### src/rtl/memory_arbiter_pkg.sv
// Shared types for the memory arbiter.
// memory_op_e : operation presented to the memory (MEM_NOP = no operation).
// arb_state_e : arbiter sequencing states.
// idx_w()     : width of an index into an n-entry vector (minimum 1 bit).
package memory_arbiter_pkg;

  typedef enum logic [1:0] {
    MEM_NOP   = 2'd0,
    MEM_READ  = 2'd1,
    MEM_WRITE = 2'd2
  } memory_op_e;

  localparam int OP_W = 2;

  typedef enum logic [1:0] {
    ARB_IDLE  = 2'd0,
    ARB_ISSUE = 2'd1,
    ARB_WAIT  = 2'd2,
    ARB_DONE  = 2'd3
  } arb_state_e;

  function automatic int idx_w(input int n);
    return (n > 1) ? $clog2(n) : 1;
  endfunction

endpackage

### src/rtl/memory_arbiter_rr_picker.sv
// Combinational round-robin selector.
// Ports:
//   req        in  NUM_REQ  request vector
//   last_grant in  LG_W     index of the most recent owner
//   pick       out NUM_REQ  one-hot choice: first requester at or after last_grant+1, wrapping
//   valid      out 1        any request present
module rr_picker
  import memory_arbiter_pkg::*;
#(
  parameter int NUM_REQ = 2,
  parameter int LG_W    = idx_w(NUM_REQ)
) (
  input  logic [NUM_REQ-1:0] req,
  input  logic [LG_W-1:0]    last_grant,
  output logic [NUM_REQ-1:0] pick,
  output logic               valid
);

  logic [NUM_REQ-1:0] upper;
  logic               found;

  // Two passes: requesters above last_grant win first; if none, wrap to the
  // lowest-numbered requester (which may be last_grant itself when it is alone).
  always_comb begin
    upper = '0;
    pick  = '0;
    found = 1'b0;
    for (int i = 0; i < NUM_REQ; i++) begin
      upper[i] = req[i] && (i > int'(last_grant));
    end
    for (int i = 0; i < NUM_REQ; i++) begin
      if (!found && upper[i]) begin
        pick[i] = 1'b1;
        found   = 1'b1;
      end
    end
    for (int i = 0; i < NUM_REQ; i++) begin
      if (!found && req[i]) begin
        pick[i] = 1'b1;
        found   = 1'b1;
      end
    end
    valid = |req;
  end

endmodule

### src/rtl/memory_arbiter.sv
// Round-robin arbiter sharing one variable-latency memory port between
// NUM_REQ requesters, with per-requester lock for back-to-back transactions
// and a WAIT timeout.
// Handshake: a requester raises req[i] with its op/addr/wdata and holds req
// until done[i] pulses for one cycle; the fields are captured at grant, so
// later changes are ignored. The memory is sent mem_op/mem_addr/mem_wdata from
// the ISSUE cycle and completes by raising mem_ready, sampled in WAIT.
// Ports:
//   clock, reset (async, active high)
//   hold                  blocks new grants
//   req, req_lock         per-requester request / lock
//   req_op/addr/wdata     flattened per-requester fields (requester i at slice i)
//   grant, done, err      one-hot owner, completion pulse, timeout pulse
//   rdata, busy           read result, not-idle flag
//   mem_op/addr/wdata     memory command, mem_rdata/mem_ready memory response
//   arb_state             current FSM state (arb_state_e encoding)
module memory_arbiter
  import memory_arbiter_pkg::*;
#(
  parameter int NUM_REQ = 2,
  parameter int ADDR_W  = 8,
  parameter int TIMEOUT = 15
) (
  input  logic                      clock,
  input  logic                      reset,
  input  logic                      hold,
  input  logic [NUM_REQ-1:0]        req,
  input  logic [NUM_REQ-1:0]        req_lock,
  input  logic [NUM_REQ*OP_W-1:0]   req_op,
  input  logic [NUM_REQ*ADDR_W-1:0] req_addr,
  input  logic [NUM_REQ*8-1:0]      req_wdata,
  output logic [NUM_REQ-1:0]        grant,
  output logic [NUM_REQ-1:0]        done,
  output logic                      err,
  output logic [7:0]                rdata,
  output logic                      busy,
  output logic [OP_W-1:0]           mem_op,
  output logic [ADDR_W-1:0]         mem_addr,
  output logic [7:0]                mem_wdata,
  input  logic [7:0]                mem_rdata,
  input  logic                      mem_ready,
  output logic [1:0]                arb_state
);

  localparam int LG_W = idx_w(NUM_REQ);
  localparam int WC_W = idx_w(TIMEOUT + 1);

  arb_state_e          state;
  logic [LG_W-1:0]     last_grant;
  logic [WC_W-1:0]     wait_cnt;
  logic [OP_W-1:0]     cap_op;

  logic [NUM_REQ-1:0]  pick;
  logic                pick_valid;
  logic [NUM_REQ-1:0]  sel;
  logic [OP_W-1:0]     sel_op;
  logic [ADDR_W-1:0]   sel_addr;
  logic [7:0]          sel_wdata;
  logic [LG_W-1:0]     owner_idx;
  logic                lock_hit;

  rr_picker #(.NUM_REQ(NUM_REQ), .LG_W(LG_W)) u_picker (
    .req        (req),
    .last_grant (last_grant),
    .pick       (pick),
    .valid      (pick_valid)
  );

  // Fields come from the new pick in IDLE, or from the current owner when a
  // locked requester continues from DONE.
  always_comb begin
    sel       = (state == ARB_DONE) ? grant : pick;
    sel_op    = '0;
    sel_addr  = '0;
    sel_wdata = '0;
    owner_idx = '0;
    for (int i = 0; i < NUM_REQ; i++) begin
      if (sel[i]) begin
        sel_op    = req_op[i*OP_W +: OP_W];
        sel_addr  = req_addr[i*ADDR_W +: ADDR_W];
        sel_wdata = req_wdata[i*8 +: 8];
      end
      if (grant[i]) owner_idx = LG_W'(i);
    end
    lock_hit = |(grant & req & req_lock);
  end

  assign busy      = (state != ARB_IDLE);
  assign arb_state = state;

  always_ff @(posedge clock or posedge reset) begin
    if (reset) begin
      state      <= ARB_IDLE;
      last_grant <= LG_W'(NUM_REQ - 1);
      wait_cnt   <= '0;
      cap_op     <= MEM_NOP;
      grant      <= '0;
      done       <= '0;
      err        <= 1'b0;
      rdata      <= '0;
      mem_op     <= MEM_NOP;
      mem_addr   <= '0;
      mem_wdata  <= '0;
    end else begin
      done <= '0;
      err  <= 1'b0;
      case (state)
        ARB_IDLE: begin
          mem_op <= MEM_NOP;
          if (!hold && pick_valid) begin
            grant     <= pick;
            cap_op    <= sel_op;
            mem_op    <= sel_op;
            mem_addr  <= sel_addr;
            mem_wdata <= sel_wdata;
            state     <= ARB_ISSUE;
          end
        end
        ARB_ISSUE: begin
          if (cap_op == MEM_NOP) begin
            done  <= grant;
            state <= ARB_DONE;
          end else begin
            wait_cnt <= '0;
            state    <= ARB_WAIT;
          end
        end
        ARB_WAIT: begin
          if (mem_ready) begin
            rdata  <= (cap_op == MEM_READ) ? mem_rdata : 8'h00;
            done   <= grant;
            mem_op <= MEM_NOP;
            state  <= ARB_DONE;
          end else if (wait_cnt == WC_W'(TIMEOUT - 1)) begin
            // This is the TIMEOUT-th cycle spent waiting.
            rdata  <= 8'hFF;
            err    <= 1'b1;
            done   <= grant;
            mem_op <= MEM_NOP;
            state  <= ARB_DONE;
          end else begin
            wait_cnt <= wait_cnt + 1'b1;
          end
        end
        ARB_DONE: begin
          if (lock_hit) begin
            // Locked owner keeps the port; last_grant untouched, hold ignored.
            cap_op    <= sel_op;
            mem_op    <= sel_op;
            mem_addr  <= sel_addr;
            mem_wdata <= sel_wdata;
            state     <= ARB_ISSUE;
          end else begin
            last_grant <= owner_idx;
            grant      <= '0;
            state      <= ARB_IDLE;
          end
        end
        default: state <= ARB_IDLE;
      endcase
    end
  end

endmodule

### config.mk
export PLATFORM = sky130hd
export DESIGN_NAME = memory_arbiter
export DESIGN_NICKNAME = d
export VERILOG_FILES = /design/src/rtl/memory_arbiter_pkg.sv /design/src/rtl/memory_arbiter_rr_picker.sv /design/src/rtl/memory_arbiter.sv
export SDC_FILE = /design/constraint.sdc
export NUM_CORES = 1
export LEC_CHECK = 0
export CAP_MARGIN = 10
export CELL_PAD_IN_SITES_DETAIL_PLACEMENT = 0
export CELL_PAD_IN_SITES_GLOBAL_PLACEMENT = 1
export CORE_MARGIN = 2
export CORE_UTILIZATION = 30
export DETAILED_ROUTE_END_ITERATION = 8
export PLACE_DENSITY = 0.81
export SLEW_MARGIN = 20
export SYNTH_ARGS = -nofsm -noshare
export SYNTH_HDL_FRONTEND = slang
export SYNTH_HIERARCHICAL = 1
export SYNTH_SLANG_ARGS = --single-unit
### constraint.sdc
create_clock -name clock -period 2.4 [get_ports clock]
set_input_delay 0.24 -clock clock [delete_from_list [all_inputs] [get_ports clock]]
set_output_delay 0.24 -clock clock [all_outputs]
set_load 0.005 [all_outputs]
==> results.py <==
metrics = {
    "status": {
        "status": "finished clean",
    },
    "floorplanning": {
        "die_area_sq_mm": 0.00777,
        "die_y_um": 88.2,
        "num_io_pins": 86,
        "die_w_um": 88.2,
        "start_util_pct": 31.1,
        "core_sq_mm": 0.00683,
        "rows": 30,
    },
    "sta": {
        "rsz0062_at_grt": "no",
        "fmax_ghz": 0.504,
        "clock_skew_ns": 0.00410,
        "relSlewSlack_pct": 56.5,
        "setup_violations": 0,
        "worst_pin_slew_ns": 0.651,
        "fin_crit_ns": 1.98,
        "period_share_pct": 82.6,
        "whs_ns": 0.281,
        "drv_slew": 0,
        "hold_viol": 0,
        "final.setup.tns_ns": 0,
    },
    "placed_design": {
        "portBuffers": 85,
        "gp_congestion": 0.801,
        "dp_hpwl_um": 3970,
    },
    "synthesis": {
        "synth_top_area_cell": "dfrtp_1",
        "syn_nets": 250,
        "synthCells": 190,
        "ys_seq_area_share_pct": 47.2,
        "synth_area_leaders": "dfrtp_1, mux2_2, a22o_1, ha_1, a22o_2",
        "ys_ff_latch": 40,
        "netlist.area_leader.share_pct": 45.9,
        "syn_avg_cell_area_sq_um": 11.2,
        "synth_warnings": 6,
        "ys_types": 47,
        "syn-cell-area_sq_mm": 0.00212,
    },
    "layout": {
        "multi_input_comb_area_sq_mm": 0.00101,
        "seqCellArea_sq_mm": 0.00100,
        "fillers": 677,
        "utilization_pct": 45.7,
        "drive_gt1_share_pct": 16.7,
        "final_nets": 336,
        "insertedDiodeCount": 0,
        "area_growth_syn_to_layout_pct": 46.9,
    },
    "pwr": {
        "leakage_nw": 1.34,
        "ir_drop_mv": 0.524,
        "powerDensity_mw_per_mm2": 1150,
    },
    "worst_setup_path": {
        "slowest_delay_ns": 0.44,
        "cp_num_buf_inv": 1,
        "endpoint_kind": "flop",
        "slowest_stage": "dfrtp_1",
        "cp.arrival_ns": 2.16,
        "rrSetupSlack_ns": 0.42,
        "cp.required_ns": 2.57,
        "crit_path_cell_trace": "inv_1, ha_1, a21oi_2, nand2_2, mux2_2",
        "critical-path-top-delay-family": "flip-flops",
        "start_kind": "flop",
        "path_max_fanout": 17,
        "critical_path_class": "reg2reg",
    },
    "drt": {
        "ant_nets": 0,
        "vias": 1814,
        "drt-pass1-iter-count": 4,
        "viasPerCell": 4.88,
        "drtIter0Drc": 93,
        "drcViolationCount": 0,
        "wirelength_um": 5390,
        "post_drt_wl_per_cell_um": 14.5,
    },
    "clocking": {
        "post_cts_buffers": 0,
        "htreeDepth": 2,
        "clock-sinks": 40,
        "clkSlewWorstSetupHoldPaths_ns": 0.07,
        "cts_tree": "done",
        "cts_resized": 0,
        "holdBufCountCts": 0,
        "cts_buffer_depth": 2,
        "ctsRootBufferMaster": "clkbuf_8",
        "cts_made_buffers": 5,
        "clock_latency_ns": 0.29,
    },
    "job": {
        "maxCapViolations": 0,
    },
    "global_routing": {
        "grt_pass1_vias": 1751,
        "grt_max_degree": 18,
        "grt_first_pass_wirelength_um": 8410,
        "grt-ovfl-total": 0,
        "antenna_found_initial": 0,
        "grt.total_usage_pct": 13.7,
    },
    "worst_hold_path": {
        "hold_class": "in2async",
    },
}
[sequential cells by signal, summed over array words and instances, names as in the netlist]
signal and cells:
mem_op 2, mem_wdata 8, wait_cnt 4, last_grant 1, done 2, arb_state 2, err 1, mem_addr 8
rdata 8, cap_op 2, grant 2
[path summary, 6_finish.rpt]
path                              startpoint      endpoint  cells after the start
min in group clock              mem_rdata[3]      rdata[3]                      3
worst max-delay path            arb_state[0]     cap_op[0]                      5
max in group asynchronous              reset    last_grant                      3
worst min-delay path                   reset      rdata[4]                      2
worst max register to register  arb_state[0]     cap_op[0]                      5
worst min register to register  mem_wdata[5]  mem_wdata[5]                      1
[final cells by class]
class	count	share of cell area, %
inverters	8	0.962
multi-input cells	132	32.4
clock inverters	1	0.160
well taps	96	3.85
flip-flops and latches	40	32.1
clock buffers	6	2.33
repair buffers	89	28.2
[power by group]
group          switching, mW  internal [mW]
combinational          0.845           1.15
sequential             0.208          0.976
clock                  0.224          0.198
total                   1.28           2.32
[stage by stage]
stage	instances	total power, mW	setup slack (ns)	area, sq um
after CTS	372	3.64	0.405	3120
final	372	3.60	0.418	3120
after detailed placement	365	3.21	0.231	3040
after global routing	372	3.88	0.289	3120
after global placement	365	3.17	0.277	3040
after floorplan	190	2.45	0.595	2120
[synthesized netlist by cell type (all sizes together)]
library cell   n
dfrtp         39
mux2          21
a22o          19
nand2         19
a21oi         11
nor2          10
buf            8
ha             8
inv            8
nand3          4
nor2b          4
nor3           4
a21boi         2
a31oi          2
and2           2
and4           2
clkbuf         2
o211a          2
o21ai          2
a21bo          1
a221oi         1
a22oi          1
a31o           1
a32o           1
a32oi          1
and2b          1
dfstp          1
mux2i          1
nand2b         1
nand3b         1
nor3b          1
nor4b          1
o21bai         1
o22a           1
o2bb2ai        1
o31a           1
o31ai          1
o41ai          1
or2            1
or3            1
[routing by layer]
metal  wire length [um]  GRT usage [%]
met1               2580           19.2
met2               2350           21.6
met3                417           3.39
met4                 47           3.31
met5                  0              0
[cell families (layout without fill, tap and decap cells)]
family	Yosys count	after routing	share of synthesized area, %
muxes	22	22	12.0
adders and majority gates	8	8	4.71
DFF	40	40	47.2
and+or+nand+nor	52	52	12.3
AOI/OAI and AO/OA	50	50	18.6
buffers and inverters	18	104	5.30
[cell usage in the layout, fill, tap and decap left out, types with 4 or more instances in the layout]
master / n
nor2b_1: 4
nand2_1: 18
clkdlybuf4s50_1: 85
ha_1: 8
nand3_1: 4
buf_4: 4
mux2_2: 19
a22o_2: 7
a22o_1: 12
clkbuf_8: 5
nor3_1: 4
a21oi_1: 10
dfrtp_1: 39
inv_1: 8
nor2_1: 10
Note: power is estimated with default switching activity, not from simulation.
==> edit 1: new RTL, same settings <==
`NUM_REQ` is set to 2 in 2 places; all go to 1.
--- a/src/rtl/memory_arbiter_rr_picker.sv
+++ b/src/rtl/memory_arbiter_rr_picker.sv
@@ -9,3 +9,3 @@
 #(
-  parameter int NUM_REQ = 2,
+  parameter int NUM_REQ = 1,
   parameter int LG_W    = idx_w(NUM_REQ)
--- a/src/rtl/memory_arbiter.sv
+++ b/src/rtl/memory_arbiter.sv
@@ -19,3 +19,3 @@
 #(
-  parameter int NUM_REQ = 2,
+  parameter int NUM_REQ = 1,
   parameter int ADDR_W  = 8,
Ports: changed (7 resized); port bits go from 86 to 64. No check against the original RTL was run, so the function may have changed too.
==> edit 1 against the unedited design <==
Non-clock buffer count fell by 24. Synthesized cell count up 2.1%. Total power shrank 13%. Worst hold slack improved by 0.086 ns. Clock skew rose by 0.0024 ns. Global-route usage decreased by 0.49 points. Sequential cell count fell by 3. Design area fell by 16%. Area after synthesis down 14%. Routed wire length is 24% lower. Clock power rose by 32%. Critical path depth shrank 1. Setup slack gained 0.075 ns.
==> edit 1: results (changes against the unedited design) <==
Crit-path max FO - 6 (-11)
Largest net degree at the start of global routing - 38 (+20)
R2r endpoint - wait_cnt[1]$_DFFE_PP0P_
Lkg Pwr - 1.138 nW (-15%)
Worst reg-to-reg path cell count - 6 (+1)
Initial DRC Count - 62 (-33%)
Share of cells above drive strength 1 - 0.09766 (-0.06901)
Slowest stage cell, crit path - clkdlybuf4s50_1
R2r startpoint - arb_state[1]$_DFFE_PP0P_
Ys Warns - 6 (unchanged)
Status - complete, no violations
GRT met1 Usage - 0.1765 (-0.01517)
NumNets Final - 295 (-12%)
Worst VDD drop - 0.5410 mV (+3.3%)
Post-place instance area - 2496 sq um (-18%)
Met2 Use GR - 0.2097 (-0.005887)
GRT Total Usage - 0.1324 (-0.004902)
Reg-to-reg slack, setup - 0.53 ns (+0.11 ns)
Net Count, Synth - 234 (-6.4%)
Met3 usage - 0.03261 (-0.001322)
Drt wl/cell - 12.34 microns (-15%)
Worst Skew - 0.006500 ns (+0.002397 ns)
Slowest stage delay, CP - 0.49 ns (+0.05 ns)
Dpl hpwl - 3033 microns (-24%)
Vias in the first global route - 1,479 (-16%)
Routability congestion estimate - 0.7870 (-1.8%)
CP top delay family - buffers and inverters
Worst path arrival time - 1.67 ns (-0.49 ns)
Vias per cell - 4.574 (-6.2%)
Worst-margin pin slew - 0.5867 ns (-0.06422 ns)
Biggest regs - mem_addr (8), mem_wdata (8), rdata (8)
Port bufs - 63 (-26%)
-- edit 1: cell types whose count changed in the layout (fill, tap and decap cells not counted), moves of 4 or more --
cell             before  now
nand2_1              18   55
clkdlybuf4s50_1      85   63
mux2_2               19    0
o21ai_2               0   11
a22o_1               12    2
o21ai_1               0    8
a22o_2                7    0
nor3_1                4    0
-- edit 1: worst register-to-register path, delay by kind of cell (launching register included) --
| kind | cells | cell delay, ns |
|---|---|---|
| adder cells (fa/ha/maj) | 1 | 0.22 |
| AND/OR/NAND/NOR | 1 | 0.51 |
| buffers and inverters | 1 | 0.17 |
| AO/OA/AOI/OAI | 3 | 0.43 |
| flip-flops | 1 | 0.43 |
-- edit 1: worst max path at each step --
stage,start,to,slack (ns),cells after the start
after floorplan,arb_state[1]$_DFFE_PP0P_,wait_cnt[1]$_DFFE_PP0P_,0.72,6
after global placement,req,mem_wdata[3]$_DFFE_PP0P_,0.56,6
after detailed placement,req,mem_wdata[0]$_DFFE_PP0P_,0.52,6
after CTS,arb_state[0]$_DFFE_PP0P_,busy,0.47,4
after global routing,arb_state[0]$_DFFE_PP0P_,busy,0.37,4
final,arb_state[0]$_DFFE_PP0P_,busy,0.49,4
-- edit 1: power by group --
group          total, mW  leakage [nW]  internal [mW]  switching (mW)
sequential          1.02         0.477          0.859           0.158
combinational       1.54         0.603          0.766           0.778
clock              0.556        0.0574          0.338           0.218
-- edit 1: layout make-up --
type,instances,area [sq um]
clock buffers,6,82.58
clock inverters,2,37.54
fillers,595,3304
inverters,9,33.78
multi-input cells,137,797.0
flip-flops and latches,37,925.9
well taps,75,93.84
repair buffers,65,645.6
-- edit 1: through the flow --
stage	hold slack [ns]	utilization	cells
3_5_place_dp	0.4696	0.4216	323
4_1_cts	0.3857	0.4419	331
3_3_place_gp	0.4632	0.4216	323
6_report	0.3674	0.4419	331
2_1_floorplan	0.3103	-	194
5_1_grt	0.4253	0.4419	331
-- edit 1: layer usage --
metal / vias to the layer above / part of all wire
met5: - / 0
met4: 0 / 0.014
met3: 5 / 0.054
met2: 40 / 0.46
met1: 696 / 0.47
li1: 773 / -
==> edit 2: new RTL, same flow settings <==
Without the edit above. Make the reset (`reset`) synchronous in one clocked block. Comments in the files are not updated.
--- a/src/rtl/memory_arbiter.sv
+++ b/src/rtl/memory_arbiter.sv
@@ -90,3 +90,3 @@
 
-  always_ff @(posedge clock or posedge reset) begin
+  always_ff @(posedge clock) begin
     if (reset) begin
Function: differs if reset is asserted again (counterexample within 4 cycles, from zero or initial values and one cycle with reset high); with reset held inactive, the same outputs for 10 cycles.
==> edit 2 against the unedited design <==
Total power down 26%. Synthesized cell count rose by 17%. Design area decreased by 3.9%. Combinational power is 35% lower. Sequential cell count stayed put. Routed wire length grew 7.9%. Critical endpoint is now mem_op[0]$_SDFFE_PP0P_. Critical path type unchanged. First-iteration DRC count is 35% lower. Global-route usage is 2.0 points higher. Area after synthesis decreased by 4.4%. Maximum frequency shrank 6.2%. Setup slack worse by 0.13 ns.
==> edit 2: results (changes against the unedited design) <==
Unique masters post-synth - 40 (-15%)
First-pass GRT wire length - 9280 microns (+10%)
GRT met1 Usage - 0.1941 (+0.002424)
Routability congestion estimate - 0.7574 (-5.5%)
GRT Total Usage - 0.1575 (+0.02017)
Sequential power share - 0.355 (+0.026)
Status - complete, no violations
Worst reg-to-reg path cell count - 5 (unchanged)
Fmax - 0.4729 GHz (-6.2%)
Hold Path Depth - 2
Post-synthesis sequential area ratio - 0.3943 (-0.07740)
WL met1 - 2723 microns (+5.7%)
Reg-to-reg slack, setup - 0.29 ns (-0.13 ns)
Sw Share - 0.3632 (+0.008533)
Dpl hpwl - 4356 microns (+9.8%)
R2r startpoint - arb_state[0]$_SDFFE_PP0P_
Routed length on met2 - 2601 microns (+11%)
Initial DRC Count - 60 (-35%)
Maximum clock path buffer count - 2 (unchanged)
Net Count, Synth - 282 (+13%)
Worst VDD drop - 0.2581 mV (-51%)
R2r endpoint - mem_op[0]$_SDFFE_PP0P_
Synth area leaders - dfxtp_1 39%, a21oi_1 7.9%, a22oi_1 6.3%, a211oi_2 6.2%, ha_1 4.9%
Clock Latency Late Sink - 0.29 ns (about the same)
Ys Warns - 6 (unchanged)
Share of cells above drive strength 1 - 0.1060 (-0.06071)
Slowest stage delay, CP - 0.47 ns (+0.03 ns)
Met3 WL post-DR - 441 microns (+5.8%)
Top FF cell, synth - dfxtp_1
Initial antenna violation count - 0 (unchanged)
Post-synthesis mux area share - 0.02834 (-0.09121)
Commonest cells in the netlist - 40 x dfxtp_1, 32 x a21oi_1, 17 x a22oi_1
CP top delay family - multiplexers
Post-Synth XOR/XNOR Area - 0 (unchanged)
DRT Wirelength - 5813 microns (+7.9%)
Largest net degree at the start of global routing - 23 (+5)
Hold Crit Class - in2reg
Crit-path max FO - 18 (+1)
Lkg Pwr - 1.101 nW (-18%)
Synth Area in Compound Gates - 0.3044 (+0.1183)
Hold EP - arb_state[1]$_SDFFE_PP0P_
Hold wc startpoint - reset
Worst path arrival time - 2.30 ns (+0.14 ns)
Hold Worst Slack - 0.3804 ns (+0.09907 ns)
Worst Skew - 0.005455 ns (+0.001352 ns)
Slew headroom - 0.6423 (+0.07715)
Slowest stage cell, crit path - dfxtp_1
Met2 Use GR - 0.2699 (+0.05434)
Via count - 1,949 (+7.4%)
NumNets Final - 362 (+7.7%)
Met3 usage - 0.04762 (+0.01369)
Synth Area in Adders - 0.04929 (+0.002177)
Combinational gate power - 1.29 mW (-35%)
Asr flop ratio synth - 0 (-1.000)
Vias in the first global route - 1,918 (+9.5%)
==> edit 2: cell count changes after synthesis, moves of 4 or more <==
cell      change
dfrtp_1      -39
buf_2         +8
a22o_1       -12
a22oi_1      +16
a211oi_1      +8
nor2_1        +4
nor3_1        +4
nand2_1      -10
mux2_2       -17
dfxtp_1      +40
a21oi_1      +22
a211oi_2     +10
a22o_2        -6
==> edit 2: final cells by class <==
| type | count | area, sq um |
|---|---|---|
| flip-flops and latches | 40 | 800.8 |
| repair buffers | 90 | 883.3 |
| fillers | 666 | 3460 |
| multi-input cells | 157 | 1111 |
| inverters | 8 | 30.03 |
| clock inverters | 1 | 5.005 |
| well taps | 77 | 96.34 |
| clock buffers | 6 | 72.57 |
==> edit 2: how the worst max path moves through the flow <==
stage          cells past startpoint                       from                        to  slack [ns]
4_1_cts                            5  arb_state[0]$_SDFFE_PP0P_    mem_op[0]$_SDFFE_PP0P_        0.26
3_5_place_dp                       6                     req[0]    mem_op[0]$_SDFFE_PP0P_        0.26
2_1_floorplan                      7  arb_state[0]$_SDFFE_PP0P_  wait_cnt[1]$_SDFFE_PP0P_        0.71
3_3_place_gp                       6                     req[0]    mem_op[0]$_SDFFE_PP0P_        0.27
6_report                           5  arb_state[0]$_SDFFE_PP0P_    mem_op[0]$_SDFFE_PP0P_        0.29
5_1_grt                            5  arb_state[0]$_SDFFE_PP0P_    mem_op[0]$_SDFFE_PP0P_        0.13
==> edit 2: through the flow <==
stage	cells	area (sq um)	total power [mW]	util	worst slack, ns
finish	379	2999	2.661	0.4644	0.2856
global route	379	2999	2.866	0.4644	0.1326
CTS	379	2999	2.703	0.4644	0.2611
detailed placement	372	2922	2.262	0.4523	0.2573
global placement	372	2922	2.245	0.4523	0.2721
floorplan	222	2031	1.723	-	0.7082
